File: config.mk
export PLATFORM = sky130hd
export DESIGN_NAME = match_tracker
export DESIGN_NICKNAME = d
export VERILOG_FILES = /design/src/rtl/match_tracker.sv
export SDC_FILE = /design/constraint.sdc
export NUM_CORES = 1
export LEC_CHECK = 0
export BUFFER_PORTS_ARGS = -buffer_cell sky130_fd_sc_hd__clkbuf_2
export CELL_PAD_IN_SITES_DETAIL_PLACEMENT = 2
export CELL_PAD_IN_SITES_GLOBAL_PLACEMENT = 2
export CORE_MARGIN = 3
export CORE_UTILIZATION = 22
export CTS_BUF_LIST = sky130_fd_sc_hd__clkbuf_16
export DETAILED_ROUTE_END_ITERATION = 16
export MAX_ROUTING_LAYER = met4
export PLACE_DENSITY = 0.68
export SYNTH_ARGS = -nofsm -noshare
export SYNTH_HDL_FRONTEND = slang
export SYNTH_SLANG_ARGS = --single-unit
File: constraint.sdc
create_clock -name clock -period 1.25 [get_ports clock]
set_input_delay 0.1875 -clock clock [delete_from_list [all_inputs] [get_ports clock]]
set_output_delay 0.1875 -clock clock [all_outputs]
set_load 0.01 [all_outputs]
File: src/rtl/match_tracker.sv
// match_tracker: registers x==y per accepted pair, then tracks match/mismatch runs to lock/unlock.
// Optional build macro MATCH_TRACKER_STATS_EN enables the saturating mismatch_total counter.
module match_tracker #(
  parameter int N          = 3,
  parameter int LOCK_CNT   = 4,
  parameter int MISS_CNT   = 2,
  parameter int RESYNC_CYC = 3,
  parameter int CNT_W      = 16
) (
  input  logic                          clock,
  input  logic                          n_reset,
  input  logic [N-1:0]                  x,
  input  logic [N-1:0]                  y,
  input  logic                          in_valid,
  output logic                          in_ready,
  output logic                          locked,
  output logic [$clog2(LOCK_CNT+1)-1:0] match_run,
  output logic                          lock_event,
  output logic                          lost_event,
  output logic [CNT_W-1:0]              mismatch_total
);

  localparam int RUN_W   = $clog2(LOCK_CNT + 1);
  localparam int MISS_W  = $clog2(MISS_CNT + 1);
  localparam int TIMER_W = $clog2(RESYNC_CYC + 1);

  localparam logic [RUN_W-1:0]   RUN_LAST   = RUN_W'(LOCK_CNT - 1);
  localparam logic [MISS_W-1:0]  MISS_LAST  = MISS_W'(MISS_CNT - 1);
  localparam logic [TIMER_W-1:0] TIMER_LAST = TIMER_W'(RESYNC_CYC - 1);

  typedef enum logic [1:0] {
    ST_SEARCH = 2'd0,
    ST_LOCKED = 2'd1,
    ST_RESYNC = 2'd2
  } state_e;

  state_e              state_q;
  logic [RUN_W-1:0]    match_run_q;
  logic [MISS_W-1:0]   miss_run_q;
  logic [TIMER_W-1:0]  timer_q;
  logic                locked_q;
  logic                lock_event_q;
  logic                lost_event_q;

  logic                eq_q;
  logic                eq_v_q;
  logic [N-1:0]        bit_eq;
  logic                sample_eq;
  logic                accept;
  logic                consume;

  genvar gi;
  generate
    for (gi = 0; gi < N; gi++) begin : g_bit_eq
      assign bit_eq[gi] = ~(x[gi] ^ y[gi]);
    end
  endgenerate

  assign sample_eq = &bit_eq;
  assign in_ready  = (state_q != ST_RESYNC);
  assign accept    = in_valid && in_ready;
  // A result landing while resyncing is dropped, so it never reaches counters or stats.
  assign consume   = eq_v_q && (state_q != ST_RESYNC);

  always_ff @(posedge clock) begin
    if (!n_reset) begin
      eq_q   <= 1'b0;
      eq_v_q <= 1'b0;
    end else begin
      eq_v_q <= accept;
      if (accept) begin
        eq_q <= sample_eq;
      end
    end
  end

  always_ff @(posedge clock) begin
    if (!n_reset) begin
      state_q      <= ST_SEARCH;
      match_run_q  <= '0;
      miss_run_q   <= '0;
      timer_q      <= '0;
      locked_q     <= 1'b0;
      lock_event_q <= 1'b0;
      lost_event_q <= 1'b0;
    end else begin
      lock_event_q <= 1'b0;
      lost_event_q <= 1'b0;
      unique case (state_q)
        ST_SEARCH: begin
          if (consume) begin
            if (!eq_q) begin
              match_run_q <= '0;
            end else if (match_run_q == RUN_LAST) begin
              state_q      <= ST_LOCKED;
              match_run_q  <= '0;
              miss_run_q   <= '0;
              locked_q     <= 1'b1;
              lock_event_q <= 1'b1;
            end else begin
              match_run_q <= match_run_q + 1'b1;
            end
          end
        end
        ST_LOCKED: begin
          if (consume) begin
            if (eq_q) begin
              miss_run_q <= '0;
            end else if (miss_run_q == MISS_LAST) begin
              state_q      <= ST_RESYNC;
              miss_run_q   <= '0;
              timer_q      <= '0;
              locked_q     <= 1'b0;
              lost_event_q <= 1'b1;
            end else begin
              miss_run_q <= miss_run_q + 1'b1;
            end
          end
        end
        ST_RESYNC: begin
          if (timer_q == TIMER_LAST) begin
            state_q <= ST_SEARCH;
            timer_q <= '0;
          end else begin
            timer_q <= timer_q + 1'b1;
          end
        end
        default: state_q <= ST_SEARCH;
      endcase
    end
  end

  assign locked     = locked_q;
  assign match_run  = match_run_q;
  assign lock_event = lock_event_q;
  assign lost_event = lost_event_q;

`ifdef MATCH_TRACKER_STATS_EN
  logic [CNT_W-1:0] mismatch_total_q;
  logic [CNT_W-1:0] mismatch_total_d;

  always_comb begin
    mismatch_total_d = mismatch_total_q;
    if (consume && !eq_q && (mismatch_total_q != {CNT_W{1'b1}})) begin
      mismatch_total_d = mismatch_total_q + 1'b1;
    end
  end

  always_ff @(posedge clock) begin
    if (!n_reset) begin
      mismatch_total_q <= '0;
    end else begin
      mismatch_total_q <= mismatch_total_d;
    end
  end

  assign mismatch_total = mismatch_total_q;
`else
  assign mismatch_total = '0;
`endif

endmodule

# Word-level counts from Yosys, hierarchy flattened
# Cells that the tools add are included.
# word_totals
ram_bits	0
memories	0
latch_bits	0
mem_bits_ro	0
word_cells	78
register_bits	14
output_inout_bits	23
# classes
mul	0
eq_ne	13
shifts	0
div	0
n_addsub	3
n_lt_le_gt_ge	0
muxes	31
n_bitwise	9
n_reduce_logical	13
# op_table
operator	n
2-bit two-way mux	17
2-bit inequality test, second input constant	8
7-bit AND reduction	2
1-bit two-way mux	8
2-bit case mux with 2 select lines	2
4-bit AND reduction	2
3-bit two-way mux	2
1-bit inverter	6
2-bit case mux with 3 select lines	1
5-bit AND reduction	1
2-bit by 1-bit adder with 2-bit output, second input constant	2
2-bit by 1-bit == test with 1-bit output, second input constant	2
2-bit == test, second input constant	2
2-bit nonzero test	2
4-bit OR reduction	1
3-bit by 1-bit adder with 3-bit output, second input constant	1
3-bit by 2-bit == test with 1-bit output, second input constant	1
3-bit AND reduction	1
1-bit XOR	3
1-bit logical AND	2
2-bit logical NOT	1
1-bit case mux with 2 select lines	1
2-bit AND reduction	1

# Depth between registers and ports, before layout
# Gate-level depths: netlist of run 1.
# depth
word_depth	5
depth_mapped	5

# Worst setup path after synthesis of run 1
# OpenSTA, ideal clock, no wires.
# synth_timing
path_type	register -> register
startpoint	register state_q[0]
endpoint	register eq_q
path_buffers	0
setup_time_ps	71
t_arrival_ps	1233
required_ps	1179
path_slack_ps	-54
path_stages_with_launch	5
cell_sequence	dfxtp_1 nand2b_4 nand2_2 or4_1 a21oi_1
# synth_between
elab_chain_len	2
# synth_rtl
element	line_no	text
from (decl)	37	state_e state_q;
from (signal assigned)	79	state_q <= ST_SEARCH;
from (signal assigned)	95	state_q <= ST_LOCKED;
from (signal assigned)	110	state_q <= ST_RESYNC;
2-bit inequality test	60	assign in_ready = (state_q != ST_RESYNC);
via in_ready	15	output logic in_ready,
1-bit logical AND	61	assign accept = in_valid && in_ready;
to (signal assigned)	72	eq_q <= sample_eq;
to (decl)	45	logic eq_q;
# The timed path passes the listed nets, and every way through them passes these cells.
# A chain may end at the register's enable or synchronous reset.

# Worst setup path in the final report of run 1
# layout_timing
startpoint	register match_run_q[0] (netlist: match_run[0])
endpoint	register locked_q (netlist: locked)
# layout_between
elab_chain_len	3
# layout_rtl
element	line_no	text
from (decl)	38	logic [RUN_W-1:0] match_run_q;
from (signal assigned)	101	match_run_q <= match_run_q + 1'b1;
3-bit by 2-bit == test with 1-bit output	94	end else if (match_run_q == RUN_LAST) begin
2-bit inequality test (no line)	--	
7-bit AND reduction (no line)	--	
to (signal assigned)	83	locked_q <= 1'b0;
to (signal assigned)	98	locked_q <= 1'b1;
to (signal assigned)	113	locked_q <= 1'b0;
to (decl)	41	logic locked_q;
# Every way passes these cells.

==> results of run 1 <==
worst max-delay path, cell delays in order, from the launching register on:
cell and delay, ns:
dfxtp_2 0.35, ha_4 0.14, nand4b_1 0.14, or2_4 0.31, buf_4 0.14, a21oi_1 0.11
final cells by class:
class | instances | area (µm²) | area share
clock buffer | 3 | 75.1 | 0.0717
clock inverter | 1 | 3.75 | 0.00358
inverter | 3 | 11.3 | 0.0108
multi-input combinational | 66 | 447 | 0.427
sequential | 14 | 294 | 0.281
tap | 44 | 55.1 | 0.0526
timing repair buffer | 26 | 161 | 0.154
logic make-up (layout without fill, tap and decap cells):
logic type / Yosys count / count (layout) / share of synthesized area
simple gates: 29 / 29 / 0.238
buf+inv: 20 / 33 / 0.186
compound gates: 17 / 17 / 0.131
flops: 14 / 14 / 0.386
xor+xnor: 3 / 3 / 0.0362
fa+ha+maj: 1 / 1 / 0.0172
other cells: 1 / 16 / 0.00517
Yosys cell counts (all sizes together):
cell | instances | area, µm²
ha | 1 | 12.5
o21ai | 4 | 20.0
dfxtp | 14 | 280
nand4 | 1 | 6.26
buf | 16 | 120
a21o | 1 | 8.76
xor2 | 3 | 26.3
nor2 | 7 | 26.3
nand2b | 3 | 26.3
clkbuf | 1 | 3.75
conb | 1 | 3.75
nand3b | 1 | 7.51
a311oi | 1 | 8.76
nand4b | 2 | 17.5
nor3 | 2 | 10.0
or4b | 1 | 10.0
a31oi | 2 | 12.5
or3b | 1 | 8.76
a21oi | 9 | 45.0
or2 | 2 | 12.5
nand2 | 7 | 28.8
or4 | 1 | 7.51
inv | 3 | 11.3
nand4bb | 1 | 11.3
layer usage:
layer	wire length [µm]	part of all wire	track usage
met1	781	0.41	0.114
met2	968	0.50	0.173
met3	105	0.055	0.0160
met5	0	0	-
met4	70	0.036	0.0889
where the power goes:
part           internal, W  switching [W]
Sequential        0.000448     0.00000548
Combinational    0.0000244      0.0000468
Clock             0.000423       0.000189
what timing repair did:
item,in CTS,in global routing
gates resized for setup,9,12
pin swaps,4,6
endpoints found under the hold margin,0,0
setup buffers,0,2
setup endpoints to repair,7,9
registers in the layout, indices dropped and copies added (netlist names), 2 cells and up:
register    count
state_q         2
match_run       3
timer_q         2
miss_run_q      2
metrics by stage:
step | hold slack (ns) | utilization | setup slack [ns] | total power [W] | std cells
after floorplan | 0.310 | - | -0.0195 | 0.000539 | 100
after global placement | 0.427 | 0.279 | -0.0420 | 0.000527 | 151
after detailed placement | 0.429 | 0.279 | -0.108 | 0.000530 | 151
after CTS | 0.225 | 0.312 | -0.00783 | 0.00116 | 155
after global routing | 0.241 | 0.338 | -0.0508 | 0.00119 | 157
final | 0.235 | 0.338 | -0.00693 | 0.00114 | 157
worst max path at each step:
stage                 start             to  slack [ns]  cells past startpoint
2_1_floorplan    state_q[1]  miss_run_q[0]       -0.02                      4
3_3_place_gp     state_q[1]   match_run[1]       -0.04                      5
3_5_place_dp   match_run[0]  miss_run_q[0]       -0.11                      5
4_1_cts        match_run[0]  miss_run_q[0]      -0.008                      5
5_1_grt        match_run[0]  miss_run_q[0]       -0.05                      5
6_report       match_run[0]         locked      -0.007                      5
==> flow_summary.json, run 1 <==
{
  "holdCritStartpoint": "n_reset",
  "cts_buffer_depth": 2,
  "power_density_nw_per_um2": 1090,
  "status": "complete, but fails checks",
  "min_path_cells": 3,
  "timing.fmax_ghz": 0.796,
  "cts_inserted_buffers": 3,
  "initial_core_util": 0.234,
  "cts_root_buf": "clkbuf_16",
  "period_needed_ns": 1.26,
  "nFillCells": 364,
  "dieWidth_um": 63.4,
  "crit_path_max_fanout": 3,
  "syn_avg_cell_area_um2": 8.54,
  "io_pins": 32,
  "hold-path-endpoint": "match_run[2]",
  "die_area_um2": 4020,
  "clk_latency_ns": 0.24,
  "avgRoutedWirePerCell_um": 12.3,
  "rr_endpoint": "locked",
  "max-vdd-ir-drop_mv": 0.363,
  "nets": 124,
  "ff2ff_path_depth": 5,
  "rsz0062_at_grt": "true",
  "finalWorstSetupSlack_ns": -0.00693,
  "clkSinkCount": 14,
  "cp.arrival_ns": 1.43,
  "cp-start-kind": "flip-flop",
  "hold_viol_final": 0,
  "area_delta_synth_final_pct": 44.3,
  "core_um2": 3100,
  "critical_path_required_ns": 1.43,
  "overflow": 0,
  "htreeDepth": 1,
  "place.detailed.hpwl_mm": 1.47,
  "place_area_um2": 865,
  "p_leak_nw": 0.442,
  "final_common_cell": "conb_1",
  "synth_warnings": 0,
  "cp-end-kind": "flip-flop",
  "drc_errors": 0,
  "final_cell_area_um2": 1050,
  "criticalPathCategory": "reg2reg",
  "ant_nets": 0,
  "grt_pass1_wl_mm": 3.21,
  "final_cell_mix": "conb_1, clkbuf_2, buf_4",
  "synth_cells": 85,
  "tns_ns": -0.00922,
  "synth_cell_types": 27,
  "antenna_found_initial": 0,
  "placement_rows": 20,
  "hp-class": "in2reg",
  "grt_usage": 0.107,
  "finalCritPeriodShare": 1.01,
  "dr.first_iter.drc_count": 10,
  "cts_tree": "built",
  "finalSetupViolations": 2,
  "drv_cap": 0,
  "drt-pass1-iter-count": 2,
  "yosysSeqAreaShare": 0.386,
  "grt_pass1_vias": 703,
  "gp_congestion": 0.728,
  "syn_area_um2": 726,
  "antenna_cells": 0,
  "clk_pin_slew_worst_paths_ns": 0.05,
  "drv_slew": 0,
  "ys_ff_latch": 14,
  "rrSetupSlack_ns": -0.007,
  "r2r-start": "match_run[0]",
  "drive_above_1_share": 0.442,
  "hold_buffers": 0,
  "die_h_um": 63.4,
  "viasPerCell": 4.25,
  "grt_max_degree": 12,
  "vias": 668,
  "violations": "setup timing",
  "skew_ns": 0.00178,
  "wl_mm": 1.93,
  "io_buffers": 15
}
Power figures use the tool's default switching activity.
==> inputs of run 2 (changes only) <==
==> constraint.sdc (replaced) <==
create_clock -name clock -period 1.1 [get_ports clock]
set_input_delay 0.165 -clock clock [delete_from_list [all_inputs] [get_ports clock]]
set_output_delay 0.165 -clock clock [all_outputs]
set_load 0.01 [all_outputs]
==> flow_summary.json, run 2 (same netlist as run 1, synthesis figures left out) <==
{
  "cts_inserted_buffers": 3,
  "grt_max_degree": 12,
  "rrSetupSlack_ns": -0.12,
  "clk_latency_ns": 0.25,
  "placement_rows": 20,
  "final_cell_area_um2": 1110,
  "internal_power_w": 0.00102,
  "status": "complete, but fails checks",
  "power_density_nw_per_um2": 1170,
  "p_leak_nw": 0.490,
  "dieWidth_um": 63.4,
  "register_area_um2": 298,
  "place.detailed.hpwl_mm": 1.55,
  "max-vdd-ir-drop_mv": 0.414,
  "drc_errors": 0,
  "fin_hold_ws_ns": 0.186,
  "place_area_um2": 930,
  "antenna_cells": 0,
  "cpMaxStageDelayCell": "dfxtp_4",
  "viasPerCell": 4.13,
  "violations": "setup timing",
  "crit_buf_inv": 0,
  "area_delta_synth_final_pct": 53.4,
  "drv_cap": 0,
  "io_pins": 32,
  "wl_mm": 2.30,
  "clk_pin_slew_worst_paths_ns": 0.05,
  "timing.fmax_ghz": 0.822,
  "multi_input_area_um2": 450,
  "gp_congestion": 0.762,
  "final_common_cell": "buf_4",
  "overflow": 0,
  "path_common_cell": "or2_4",
  "clkPwrFrac": 0.538,
  "crit_path_max_fanout": 4,
  "nets": 131,
  "io_buffers": 15,
  "rsz0062_at_grt": "true",
  "crit_path_cell_trace": "or2_4 -> or2_4 -> a31oi_2 -> nor2_1",
  "largest_reg_flops": 3,
  "vias": 678,
  "initial_core_util": 0.234,
  "grt_usage": 0.116,
  "nFillCells": 373,
  "avgRoutedWirePerCell_um": 14.0,
  "swShare": 0.216,
  "drt-pass1-iter-count": 2,
  "dr.first_iter.drc_count": 28,
  "skew_ns": 0.00422,
  "hold_viol_final": 0,
  "cp-end-kind": "flip-flop",
  "clkSinkCount": 14,
  "grt_pass1_wl_mm": 3.39,
  "cp-start-kind": "flip-flop",
  "drive_above_1_share": 0.533,
  "period_needed_ns": 1.22,
  "finalCritPeriodShare": 1.11,
  "critical_path_required_ns": 1.22,
  "finalSetupViolations": 8,
  "fin_util": 0.359,
  "cts_root_buf": "clkbuf_16",
  "htreeDepth": 1,
  "cp.arrival_ns": 1.34,
  "die_area_um2": 4020,
  "finalWorstSetupSlack_ns": -0.116,
  "cts_buffer_depth": 2,
  "cts_tree": "built",
  "ant_nets": 0,
  "p_switching_w": 0.000281,
  "power_w": 0.00130,
  "die_h_um": 63.4,
  "final_cell_mix": "buf_4, conb_1, clkbuf_2",
  "stdcell_count": 164,
  "criticalPathCategory": "reg2reg",
  "crit_family": "simple AND/OR/NAND/NOR gates",
  "seqPwrFrac": 0.392,
  "dp_cells": 157,
  "hp-class": "in2reg",
  "combPwrFrac": 0.070,
  "drv_slew": 0,
  "core_um2": 3100,
  "antenna_found_initial": 0,
  "grt_pass1_vias": 706,
  "slowest_delay_ns": 0.36
}
## run 2: cell count changes in the layout (fill, tap and decap cells not counted), sizes merged
cell    delta
buf        +8
clkbuf     -1
## run 2: metal layers
metal	wire (µm)	part of all wire	track usage
met2	1250	0.55	0.196
met1	877	0.38	0.120
met3	98	0.043	0.0232
met5	0	0	-
met4	67	0.029	0.0809
## run 2: worst reg2reg max path: cells and delay by family, from the launching register on
family          cells  cell delay [ns]
compound gates      1             0.13
flops               1             0.36
simple gates        3             0.59
## run 2: power by group through the flow
| stage | Sequential (W) | Clock (W) | Combinational [W] |
|---|---|---|---|
| 3_3_place_gp | 0.000523 | 0 | 0.0000777 |
| 5_1_grt | 0.000509 | 0.000747 | 0.000101 |
| 4_1_cts | 0.000510 | 0.000709 | 0.0000854 |
| 2_1_floorplan | 0.000524 | 0 | 0.0000867 |
| 3_5_place_dp | 0.000524 | 0 | 0.0000804 |
| 6_report | 0.000510 | 0.000700 | 0.0000911 |
## run 2: cell type report
| type | count | area share |
|---|---|---|
| clock buffers | 3 | 0.0674 |
| clock inverters | 1 | 0.00337 |
| inverters | 3 | 0.0101 |
| multi-input cells | 66 | 0.404 |
| flip-flops and latches | 14 | 0.267 |
| well taps | 44 | 0.0494 |
| repair buffers | 33 | 0.198 |
## run 2: what timing repair did
| action | 4_1_cts | 5_1_grt |
|---|---|---|
| setup buffers | 3 | 0 |
| endpoints found under the setup margin | 13 | 14 |
| hold buffers | 0 | 0 |
| pin swaps | 2 | 1 |
| gates resized for setup | 10 | 16 |
| hold endpoints to repair | 0 | 0 |
## run 2: stage by stage
| stage | setup TNS, ns | setup WS [ns] |
|---|---|---|
| final | -0.491 | -0.116 |
| after global routing | -1.15 | -0.180 |
| after CTS | -0.576 | -0.0919 |
| after detailed placement | -0.830 | -0.130 |
| after global placement | -0.459 | -0.0997 |
| after floorplan | -0.293 | -0.0900 |
## run 2: worst paths after layout
path,startpoint,to,depth (start not counted)
worst max-delay path,state_q[1],miss_run_q[0],4
worst min-delay path,n_reset,match_run[2],3
worst max register to register,state_q[1],miss_run_q[0],4
worst min register to register,miss_run_q[1],miss_run_q[1],2
